File: config.mk
export PLATFORM = sky130hd
export DESIGN_NAME = nx_fifo_rd_stream
export DESIGN_NICKNAME = d
export VERILOG_FILES = /design/src/rtl/nx_fifo_rd_stream.sv
export SDC_FILE = /design/constraint.sdc
export NUM_CORES = 1
export LEC_CHECK = 0
export BUFFER_PORTS_ARGS = -buffer_cell sky130_fd_sc_hd__buf_2
export CORE_MARGIN = 1.5
export CORE_UTILIZATION = 45
export CTS_CLUSTER_SIZE = 30
export DETAILED_ROUTE_END_ITERATION = 16
export PLACE_DENSITY = 0.81
export SLEW_MARGIN = 20
export SYNTH_ARGS = -nofsm -noshare
export SYNTH_HDL_FRONTEND = slang
export SYNTH_SLANG_ARGS = --single-unit
File: constraint.sdc
create_clock -name clk -period 5.4 [get_ports clk]
set_input_delay 1.08 -clock clk [delete_from_list [all_inputs] [get_ports clk]]
set_output_delay 1.08 -clock clk [all_outputs]
set_load 0.05 [all_outputs]
File: src/rtl/nx_fifo_rd_stream.sv
// Show-ahead FIFO read adapter: prefetches up to two upstream words into a
// registered output buffer so the consumer sees a valid/ready stream.
module nx_fifo_rd_stream #(
    parameter int N_DATA_BITS = 32,
    parameter int N_CNT_BITS  = 16
) (
    input  logic                   clk,
    input  logic                   rst_n,
    input  logic                   fifo_empty,
    input  logic [N_DATA_BITS-1:0] fifo_rd_data,
    output logic                   fifo_rd,
    output logic                   out_valid,
    output logic [N_DATA_BITS-1:0] out_data,
    input  logic                   out_ready,
    input  logic                   flush,
    input  logic                   cnt_clr,
    output logic [N_CNT_BITS-1:0]  word_cnt,
    output logic [1:0]             occupancy
);

    typedef enum logic [1:0] {
        ST_EMPTY = 2'd0,
        ST_ONE   = 2'd1,
        ST_TWO   = 2'd2
    } state_t;

    localparam logic [N_CNT_BITS-1:0] CNT_MAX = '1;

    state_t                 r_state, w_state_next;
    logic                   r_valid, w_valid_next;
    logic [1:0]             r_occ, w_occ_next;
    logic [N_DATA_BITS-1:0] r_slot0, r_slot1, w_slot0_next, w_slot1_next;
    logic [N_CNT_BITS-1:0]  r_cnt, w_cnt_next;
    logic                   w_push, w_pop;

    // fifo_rd depends only on registered state and upstream/flush inputs,
    // never on out_ready; rst_n gating keeps it low during async reset.
    assign fifo_rd = rst_n & ~fifo_empty & ~flush & (r_state != ST_TWO);
    assign w_push  = fifo_rd;
    assign w_pop   = r_valid & out_ready;

    always_comb begin
        w_state_next = r_state;
        w_slot0_next = r_slot0;
        w_slot1_next = r_slot1;
        case (r_state)
            ST_EMPTY: begin
                if (w_push) begin
                    w_state_next = ST_ONE;
                    w_slot0_next = fifo_rd_data;
                end
            end
            ST_ONE: begin
                if (w_push && w_pop) begin
                    w_slot0_next = fifo_rd_data;
                end else if (w_push) begin
                    w_state_next = ST_TWO;
                    w_slot1_next = fifo_rd_data;
                end else if (w_pop) begin
                    w_state_next = ST_EMPTY;
                end
            end
            ST_TWO: begin
                if (w_pop) begin
                    w_state_next = ST_ONE;
                    w_slot0_next = r_slot1;
                end
            end
            default: w_state_next = ST_EMPTY;
        endcase

        // A handshake in the flush cycle still completes; everything left is dropped.
        if (flush) begin
            w_state_next = ST_EMPTY;
        end

        w_valid_next = 1'b0;
        w_occ_next   = 2'd0;
        case (w_state_next)
            ST_ONE: begin
                w_valid_next = 1'b1;
                w_occ_next   = 2'd1;
            end
            ST_TWO: begin
                w_valid_next = 1'b1;
                w_occ_next   = 2'd2;
            end
            default: begin
                w_valid_next = 1'b0;
                w_occ_next   = 2'd0;
            end
        endcase

        w_cnt_next = r_cnt;
        if (cnt_clr) begin
            w_cnt_next = '0;
        end else if (w_pop && (r_cnt != CNT_MAX)) begin
            w_cnt_next = r_cnt + 1'b1;
        end
    end

    always_ff @(posedge clk or negedge rst_n) begin
        if (!rst_n) begin
            r_state <= ST_EMPTY;
            r_valid <= 1'b0;
            r_occ   <= 2'd0;
            r_cnt   <= '0;
        end else begin
            r_state <= w_state_next;
            r_valid <= w_valid_next;
            r_occ   <= w_occ_next;
            r_cnt   <= w_cnt_next;
        end
    end

    // Data slots carry no reset; their contents are qualified by r_valid.
    always_ff @(posedge clk) begin
        r_slot0 <= w_slot0_next;
        r_slot1 <= w_slot1_next;
    end

    assign out_valid = r_valid;
    assign out_data  = r_slot0;
    assign word_cnt  = r_cnt;
    assign occupancy = r_occ;

endmodule

Yosys cells after proc, flatten, opt, wreduce, memory -nomap -nowiden. Index checks and enable logic that the tools add are counted.

Bits in registers: 85. Input bits: 38.

Add/sub/neg operators: 1. Equality and inequality tests: 9. Bitwise operators: 7. Reductions and logical operators: 8. Multiplexer cells: 15.

Operator list (count): 2-to-1 mux 32 bit (3); one-hot mux 32 bit (3 select lines) (1); 2-to-1 mux 16 bit (2); adder 16 x 1 -> 16 bit (second input constant) (1); != test 16 bit (second input constant) (1); 2-to-1 mux 2 bit (6); != test 2 bit (second input constant) (4); one-hot mux 2 bit (3 select lines) (1); bitwise AND 1 bit (4); == test 2 x 1 -> 1 bit (second input constant) (2); == test 2 bit (second input constant) (2); one-hot mux 2 bit (2 select lines) (1); AND reduction 4 bit (1); inverter 1 bit (3); AND reduction 3 bit (1); nonzero test 3 bit (1); logical AND 1 bit (2); zero test 2 bit (1); nonzero test 2 bit (1); OR reduction 2 bit (1); 2-to-1 mux 1 bit (1).

Logic depth before layout (Yosys ltp). Gate-level depths: netlist of run 1.

Word-level depth: 11. Mapped depth: 7.

Least setup slack after synthesis of run 1. OpenSTA, ideal clock, no wires.

Kind: in2reg. Start: input fifo_empty. End: register r_slot1[0], enable pin. Setup slack: 0.520 ns. Path buffers: 0. Stages: 2. Arrival time: 4.378 ns. Data required time: 4.898 ns. Setup time: 0.502 ns. Path through: nand2b_1 > nor4_1.

Word-level cells in the longest chain between the ends: 7.

RTL lines: start: declaration (RTL line 9) `input logic fifo_empty,`; inverter 1 bit (*) (RTL line 38) `assign fifo_rd = rst_n & ~fifo_empty & ~flush & (r_state != ST_TWO);`; bitwise AND 1 bit (*) (3 in series) (RTL line 38); logical AND 1 bit (RTL line 54) `if (w_push && w_pop) begin`; inverter 1 bit (no line); AND reduction 3 bit (no line) (*); end signal: assignment (RTL line 119) `r_slot1 <= w_slot1_next;`; end: declaration (RTL line 32) `logic [N_DATA_BITS-1:0] r_slot0, r_slot1, w_slot0_next, w_slot1_next;`.

Mark *: on every way between the ends. The rest lies on a longest branch, timed or not. A chain may end at the register's enable or synchronous reset.

Worst setup path in the final report of run 1.
Start: input rst_n. End: output fifo_rd.

Word-level cells in the longest chain between the ends: 3.

RTL lines: start: declaration (RTL line 8) `input logic rst_n,`; bitwise AND 1 bit (3 in series) (RTL line 38); end: declaration (RTL line 11) `output logic fifo_rd,`.

Every way passes these cells.

==> results.ini, run 1 <==
[placed_design]
finalWeightedCongestion = 0.770
portBuffers = 89
place_hpwl_mm = 4.62
placed_cell_area_sq_um = 4080

[hold_path]
hold_path_end = out_data[2]$_DFFE_PP_
hp-class = flip-flop to flip-flop
hold_depth = 1
worstHoldStart = r_slot1[2]$_DFFE_PP_

[critical_path]
criticalPathCategory = input port to primary output
r2r_slack_ns = 3.07
worstPathRequired_ns = 4.32
rr_worst_depth = 3
arrival_ns = 2.19
reg2reg_from = r_state[1]$_DFF_PN0_
critPathLaunchType = input port
crit_path_end_kind = primary output
timing.rr.end = out_data[3]$_DFFE_PP_
path_max_fanout = 23

[timing]
slew_violations = 0
worstMarginPinSlew_ns = 0.999
max_freq_mhz = 306
finalClockSkew_ns = 0.0142
rsz0062_at_grt = no
setup_tns_ns = 0
hold_ws_ns = 0.551
post-route-min-period_ns = 3.27
setup_viol = 0
finalHoldViolCount = 0
fin_crit_sh_pct = 60.5
slew_headroom_pct = 33.1

[die]
coreArea_sq_um = 7650
dieArea_sq_um = 8360
ios = 90
rows = 32
start_util_pct = 46.0
fp.dieW_um = 91.4
die_h_um = 91.4

[clock_network]
clkLatencyLatePin_ns = 0.35
cts_hold_buf = 0
cts_setup_buffers = 0
path_clk_slew_ns = 0.09
cts_tree = yes
clockRootBuffer = clkbuf_8
cts_sinks = 85
htreeDepth = 3
clock_path_buffers = 2
cts_buffers = 9
cts_resized = 0

[route]
finalWirelength_mm = 6.68
ant_nets = 0
dr.pass1.iters = 5
drc_errors = 0
drt_iter0_drc = 134
wl_per_cell_um = 15.6
viasPerCell = 5.26
vias = 2247

[finish]
fillerInstances = 626
final_common_cell = buf_2
final_layout_size_suffix_gt1_share_pct = 46.8
stdcell_area_sq_um = 4280
multi_input_area_sq_um = 1030
antennaDiodeCount = 0
syn_to_final_growth_pct = 21.7
final-seq-area_sq_um = 2450
layout.nets = 361
mostFrequentLayoutCells = 89 x buf_2, 64 x edfxtp_1, 35 x mux2_2, 21 x dfrtp_1, 10 x nand2_1

[synthesis]
synth_seq_cells = 85
synth-edff-count = 64
ys.flop_type = edfxtp_1
yosysSeqAreaShare_pct = 69.6
async_flop_share_pct = 24.7
ys.warnings.count = 0
synth_cell_types = 45
avgSynthCellArea_sq_um = 15.4
netlist_area_sq_um = 3520
synth_nets = 269
syn-instance-count = 228

[pwr]
vdd_drop_max_v = 0.000131
powerDensity_nw_per_um2 = 301
p_leak_uw = 0.00170

[outcome]
status = finished clean

[global_route]
grt_antenna_before_repair = 0
first_global_vias = 2272
overflow = 0
grt_start_max_net_pins = 37
grt_use_total_pct = 17.0
grt_pass1_wl_mm = 11.0

[run]
max-cap-violations = 0

## final cells by class
class | count | area share [%]
clock buffers | 9 | 2.89
clock inverters | 7 | 1.78
repair buffers | 90 | 10.6
well taps | 102 | 2.98
flip-flops and latches | 85 | 57.2
multi-input cells | 128 | 24.1
inverters | 6 | 0.526
## sequential cells by signal (all words and copies together), names as in the netlist
register,flops
out_data,32
r_slot1,32
word_cnt,16
occupancy,2
r_state,2
out_valid,1
## stage by stage
step                      util (%)  setup WS (ns)  cells  total power, uW
after floorplan                  -          0.520    228              823
after global placement        53.4           2.13    411              860
after detailed placement      53.4           2.10    411              864
after CTS                     56.0           2.10    427             1300
after global routing          56.0           1.97    427             1340
final                         56.0           2.13    427             1290
## cell usage after synthesis (all sizes together) (2+ instances only)
library cell  number  area (sq um)
o211a              2          20.0
and3               2          12.5
nand4              4          31.3
dfrtp             21           526
o21ai              4          20.0
nor2               5          18.8
nor4               4          25.0
edfxtp            64          1920
buf                4          25.0
or4                3          26.3
mux2              35           394
o211ai             3          22.5
a21oi              8          40.0
or3                3          20.0
nand2             10          37.5
nor3               7          35.0
inv                6          22.5
ha                 3          37.5
nor2b              5          31.3
clkbuf             5          18.8
and4               3          26.3
a31oi              2          12.5
nand2b             3          18.8
nand3              6          40.0
o311ai             2          17.5
## worst max path at each step
stage / start / end / slack, ns
floorplan: fifo_empty / r_slot1[0]$_DFFE_PP_ / 0.52
global placement: rst_n / fifo_rd / 2.13
detailed placement: rst_n / fifo_rd / 2.10
CTS: rst_n / fifo_rd / 2.10
global route: rst_n / fifo_rd / 1.97
finish: rst_n / fifo_rd / 2.13
## critical path, stage by stage
cell and delay (ns):
buf_2 0.39, nand2b_1 0.21, nor3_1 0.19, buf_2 0.30
## per-layer routing
layer | routed length [um] | global-route usage (%) | up-vias
met5 | 0 | 0 | -
met4 | 86 | 7.68 | 0
met3 | 246 | 2.93 | 8
met2 | 3380 | 27.9 | 64
met1 | 2960 | 22.0 | 1101
li1 | - | - | 1074
## logic make-up after synthesis
group,Yosys count,synth area share [%]
AO/OA/AOI/OAI,30,6.01
adder cells (fa/ha/maj),3,1.07
buffers and inverters,15,1.88
flip-flops,85,69.6
multiplexers,35,11.2
AND/OR/NAND/NOR,60,10.3
## power by group
group	switching (uW)	internal, uW
sequential	8.08	722
clock	258	184
combinational	79.8	38.2
Power figures use the tool's default switching activity.
==> run 2, diff against run 1 <==
--- a/config.mk
+++ b/config.mk
@@ -5,12 +5,13 @@
 export SDC_FILE = /design/constraint.sdc
 export NUM_CORES = 1
 export LEC_CHECK = 0
+export ABC_AREA = 1
 export BUFFER_PORTS_ARGS = -buffer_cell sky130_fd_sc_hd__buf_2
 export CORE_MARGIN = 1.5
 export CORE_UTILIZATION = 45
 export CTS_CLUSTER_SIZE = 30
 export DETAILED_ROUTE_END_ITERATION = 16
-export PLACE_DENSITY = 0.81
+export PLACE_DENSITY = 0.83
 export SLEW_MARGIN = 20
 export SYNTH_ARGS = -nofsm -noshare
 export SYNTH_HDL_FRONTEND = slang
==> constraint.sdc (replaced) <==
create_clock -name clk -period 2.95 [get_ports clk]
set_input_delay 0.59 -clock clk [delete_from_list [all_inputs] [get_ports clk]]
set_output_delay 0.59 -clock clk [all_outputs]
set_load 0.05 [all_outputs]
==> run 2 against run 1 <==
Effect of this change: via count increased by 20%; critical endpoint unchanged; synthesized cell count up 51%; clock skew is essentially flat; non-clock buffer count increased by 4; critical path depth up 1.
==> results.ini, run 2 <==
[outcome]
status = finished clean  ; unchanged

[critical_path]
reg2reg_from = word_cnt[1]$_DFFE_PN0P_  ; was r_state[1]$_DFF_PN0_
endpoint = fifo_rd  ; unchanged
path_max_fanout = 3  ; was 23
timing.rr.end = word_cnt[0]$_DFFE_PN0P_  ; was out_data[3]$_DFFE_PP_
crit_path_end_kind = primary output  ; unchanged
criticalPathCategory = input port to primary output  ; unchanged
critPathLaunchType = input port  ; unchanged
crit_path_start = flush  ; was rst_n
arrival_ns = 1.32  ; was 2.19 ns
worstPathRequired_ns = 2.36  ; was 4.32 ns
r2r_slack_ns = 1.09  ; was 3.07 ns
rr_worst_depth = 8  ; was 3

[placed_design]
finalWeightedCongestion = 0.871  ; was 0.770
place_hpwl_mm = 5.08  ; was 4.62 mm
portBuffers = 89  ; unchanged

[route]
wl_per_cell_um = 13.0  ; was 15.6 um
vias = 2706  ; was 2247
finalWirelength_mm = 7.16  ; was 6.68 mm
ant_nets = 0  ; unchanged
dr.pass1.iters = 4  ; was 5
drt_iter0_drc = 115  ; was 134
drc_errors = 0  ; unchanged
viasPerCell = 4.93  ; was 5.26

[timing]
hold_ws_ns = 0.224  ; was 0.551 ns
rsz0062_at_grt = no  ; unchanged
setup_viol = 0  ; unchanged
worstMarginPinSlew_ns = 0.681  ; was 0.999 ns
setup_tns_ns = 0  ; unchanged
slew_headroom_pct = 54.5  ; was 33.1%
max_freq_mhz = 523
finalHoldViolCount = 0  ; unchanged
finalClockSkew_ns = 0.0139  ; was 0.0142 ns
fin_crit_sh_pct = 64.9
slew_violations = 0  ; unchanged
post-route-min-period_ns = 1.91

[die]
coreArea_sq_um = 7730  ; was 7650 sq um
ios = 90  ; unchanged
die_h_um = 92.4  ; was 91.4 um
dieArea_sq_um = 8540  ; was 8360 sq um
start_util_pct = 46.6  ; was 46.0%
fp.dieW_um = 92.4  ; was 91.4 um
rows = 32  ; unchanged

[synthesis]
synth_top_cell_by_area = edfxtp_1  ; unchanged
synthTopCellsByCount = 161 x nand2_1, 64 x edfxtp_1, 28 x nor2_1  ; was 64 x edfxtp_1, 35 x mux2_2, 21 x dfrtp_1
yosysMostFrequentCell = nand2_1  ; was edfxtp_1
async_flop_share_pct = 24.7  ; unchanged
ys.flop_type = edfxtp_1  ; unchanged
synth_seq_cells = 85  ; unchanged
synth_top_area_share_pct = 53.4  ; was 54.6%
synth_cell_types = 25  ; was 45
synth_area_leaders = edfxtp_1 53%, nand2_1 17%, dfrtp_1 15%  ; was edfxtp_1 55%, dfrtp_1 15%, mux2_2 11%
synth_nets = 386  ; was 269
yosysSeqAreaShare_pct = 68.0  ; was 69.6%
avgSynthCellArea_sq_um = 10.4  ; was 15.4 sq um
netlist_area_sq_um = 3600  ; was 3520 sq um
syn-instance-count = 345  ; was 228
ys.warnings.count = 0  ; unchanged
synth-edff-count = 64  ; unchanged

[clock_network]
cts_setup_buffers = 0  ; unchanged
clock_path_buffers = 2  ; unchanged
cts_hold_buf = 0  ; unchanged
clockRootBuffer = clkbuf_8  ; unchanged
htreeDepth = 3  ; unchanged
path_clk_slew_ns = 0.09  ; about the same
cts_buffers = 9  ; unchanged
cts_sinks = 85  ; unchanged
clkLatencyLatePin_ns = 0.35  ; about the same
cts_resized = 0  ; unchanged
cts_tree = yes  ; unchanged

[global_route]
grt_pass1_wl_mm = 11.2  ; was 11.0 mm
overflow = 0  ; unchanged
grt_antenna_before_repair = 0  ; unchanged
grt_use_total_pct = 17.1  ; was 17.0%
grt_start_max_net_pins = 34  ; was 37
first_global_vias = 2407  ; was 2272

[pwr]
powerDensity_nw_per_um2 = 514  ; was 301 nW/um^2
vdd_drop_max_v = 0.000206  ; was 0.000131 V
p_leak_uw = 0.00197  ; was 0.00170 uW

[hold_path]
hp-class = input port to async pin  ; was flip-flop to flip-flop

[finish]
syn_to_final_growth_pct = 21.5  ; was 21.7%
antennaDiodeCount = 0  ; unchanged
final_layout_size_suffix_gt1_share_pct = 27.3  ; was 46.8%
mostFrequentLayoutCells = 161 x nand2_1, 89 x buf_2, 64 x edfxtp_1, 26 x nor2_1, 21 x dfrtp_1  ; was 89 x buf_2, 64 x edfxtp_1, 35 x mux2_2, 21 x dfrtp_1, 10 x nand2_1
final_common_cell = nand2_1  ; was buf_2
layout.nets = 483  ; was 361

[run]
max-cap-violations = 0  ; unchanged

[run 2: cell types whose count changed in the layout (fill, tap and decap cells not counted), moves of 4 or more]
cell	change
nor2b_1	-4
nand4_1	+8
mux2_2	-35
nor2_1	+21
nand2_1	+151
xor2_1	+7
buf_4	+4
a21oi_1	-7
nand3_1	+5
inv_1	+7
nor3_1	-6
[run 2: logic make-up after synthesis]
family,synth area share (%)
AND/OR/NAND/NOR,24.2
flip-flops,68.0
buffers and inverters,2.89
AO/OA/AOI/OAI,2.16
XOR/XNOR,1.70
adder cells (fa/ha/maj),1.04
[run 2: where the power goes]
group / switching, uW / internal [uW]
logic: 135 / 47.4
clock network: 425 / 317
registers: 5.93 / 1310
total: 567 / 1680
[run 2: area by class of cell]
type | count | area [sq um]
fillers | 641 | 3360
flip-flops and latches | 85 | 2450
multi-input cells | 236 | 1070
repair buffers | 94 | 483
well taps | 102 | 128
clock buffers | 9 | 124
inverters | 16 | 62.6
clock inverters | 7 | 57.6
[run 2: stage by stage]
step	total power (uW)	setup WS (ns)	cells	instance area [sq um]	util, %
floorplan	1460	0.177	345	3600	-
global placement	1530	0.887	533	4190	54.2
detailed placement	1530	0.791	533	4190	54.2
CTS	2270	1.04	549	4370	56.5
global route	2330	0.868	549	4370	56.5
finish	2240	1.04	549	4370	56.5
[run 2: per-layer routing]
metal / vias up / track usage (%) / wire (um)
li1: 1331 / - / -
met1: 1271 / 21.3 / 3050
met2: 92 / 28.5 / 3570
met3: 12 / 3.28 / 406
met4: 0 / 8.59 / 123
met5: - / 0 / 0
[run 2: worst min-delay path by stage]
stage | start | to | slack (ns) | depth (start not counted)
finish | rst_n | word_cnt[8]$_DFFE_PN0P_ | 0.22 | 2
global route | rst_n | word_cnt[8]$_DFFE_PN0P_ | 0.24 | 2
CTS | rst_n | occupancy[1]$_DFF_PN0_ | 0.23 | 2
detailed placement | r_slot1[6]$_DFFE_PP_ | out_data[6]$_DFFE_PP_ | 0.50 | 2
global placement | r_slot1[17]$_DFFE_PP_ | out_data[17]$_DFFE_PP_ | 0.50 | 2
floorplan | rst_n | occupancy[0]$_DFF_PN0_ | 0.29 | 0
[run 2: worst max-delay path: stages]
cell     delay [ns]
buf_2          0.12
nor2_1         0.09
nand2_1        0.09
nor2_1         0.13
buf_2          0.30
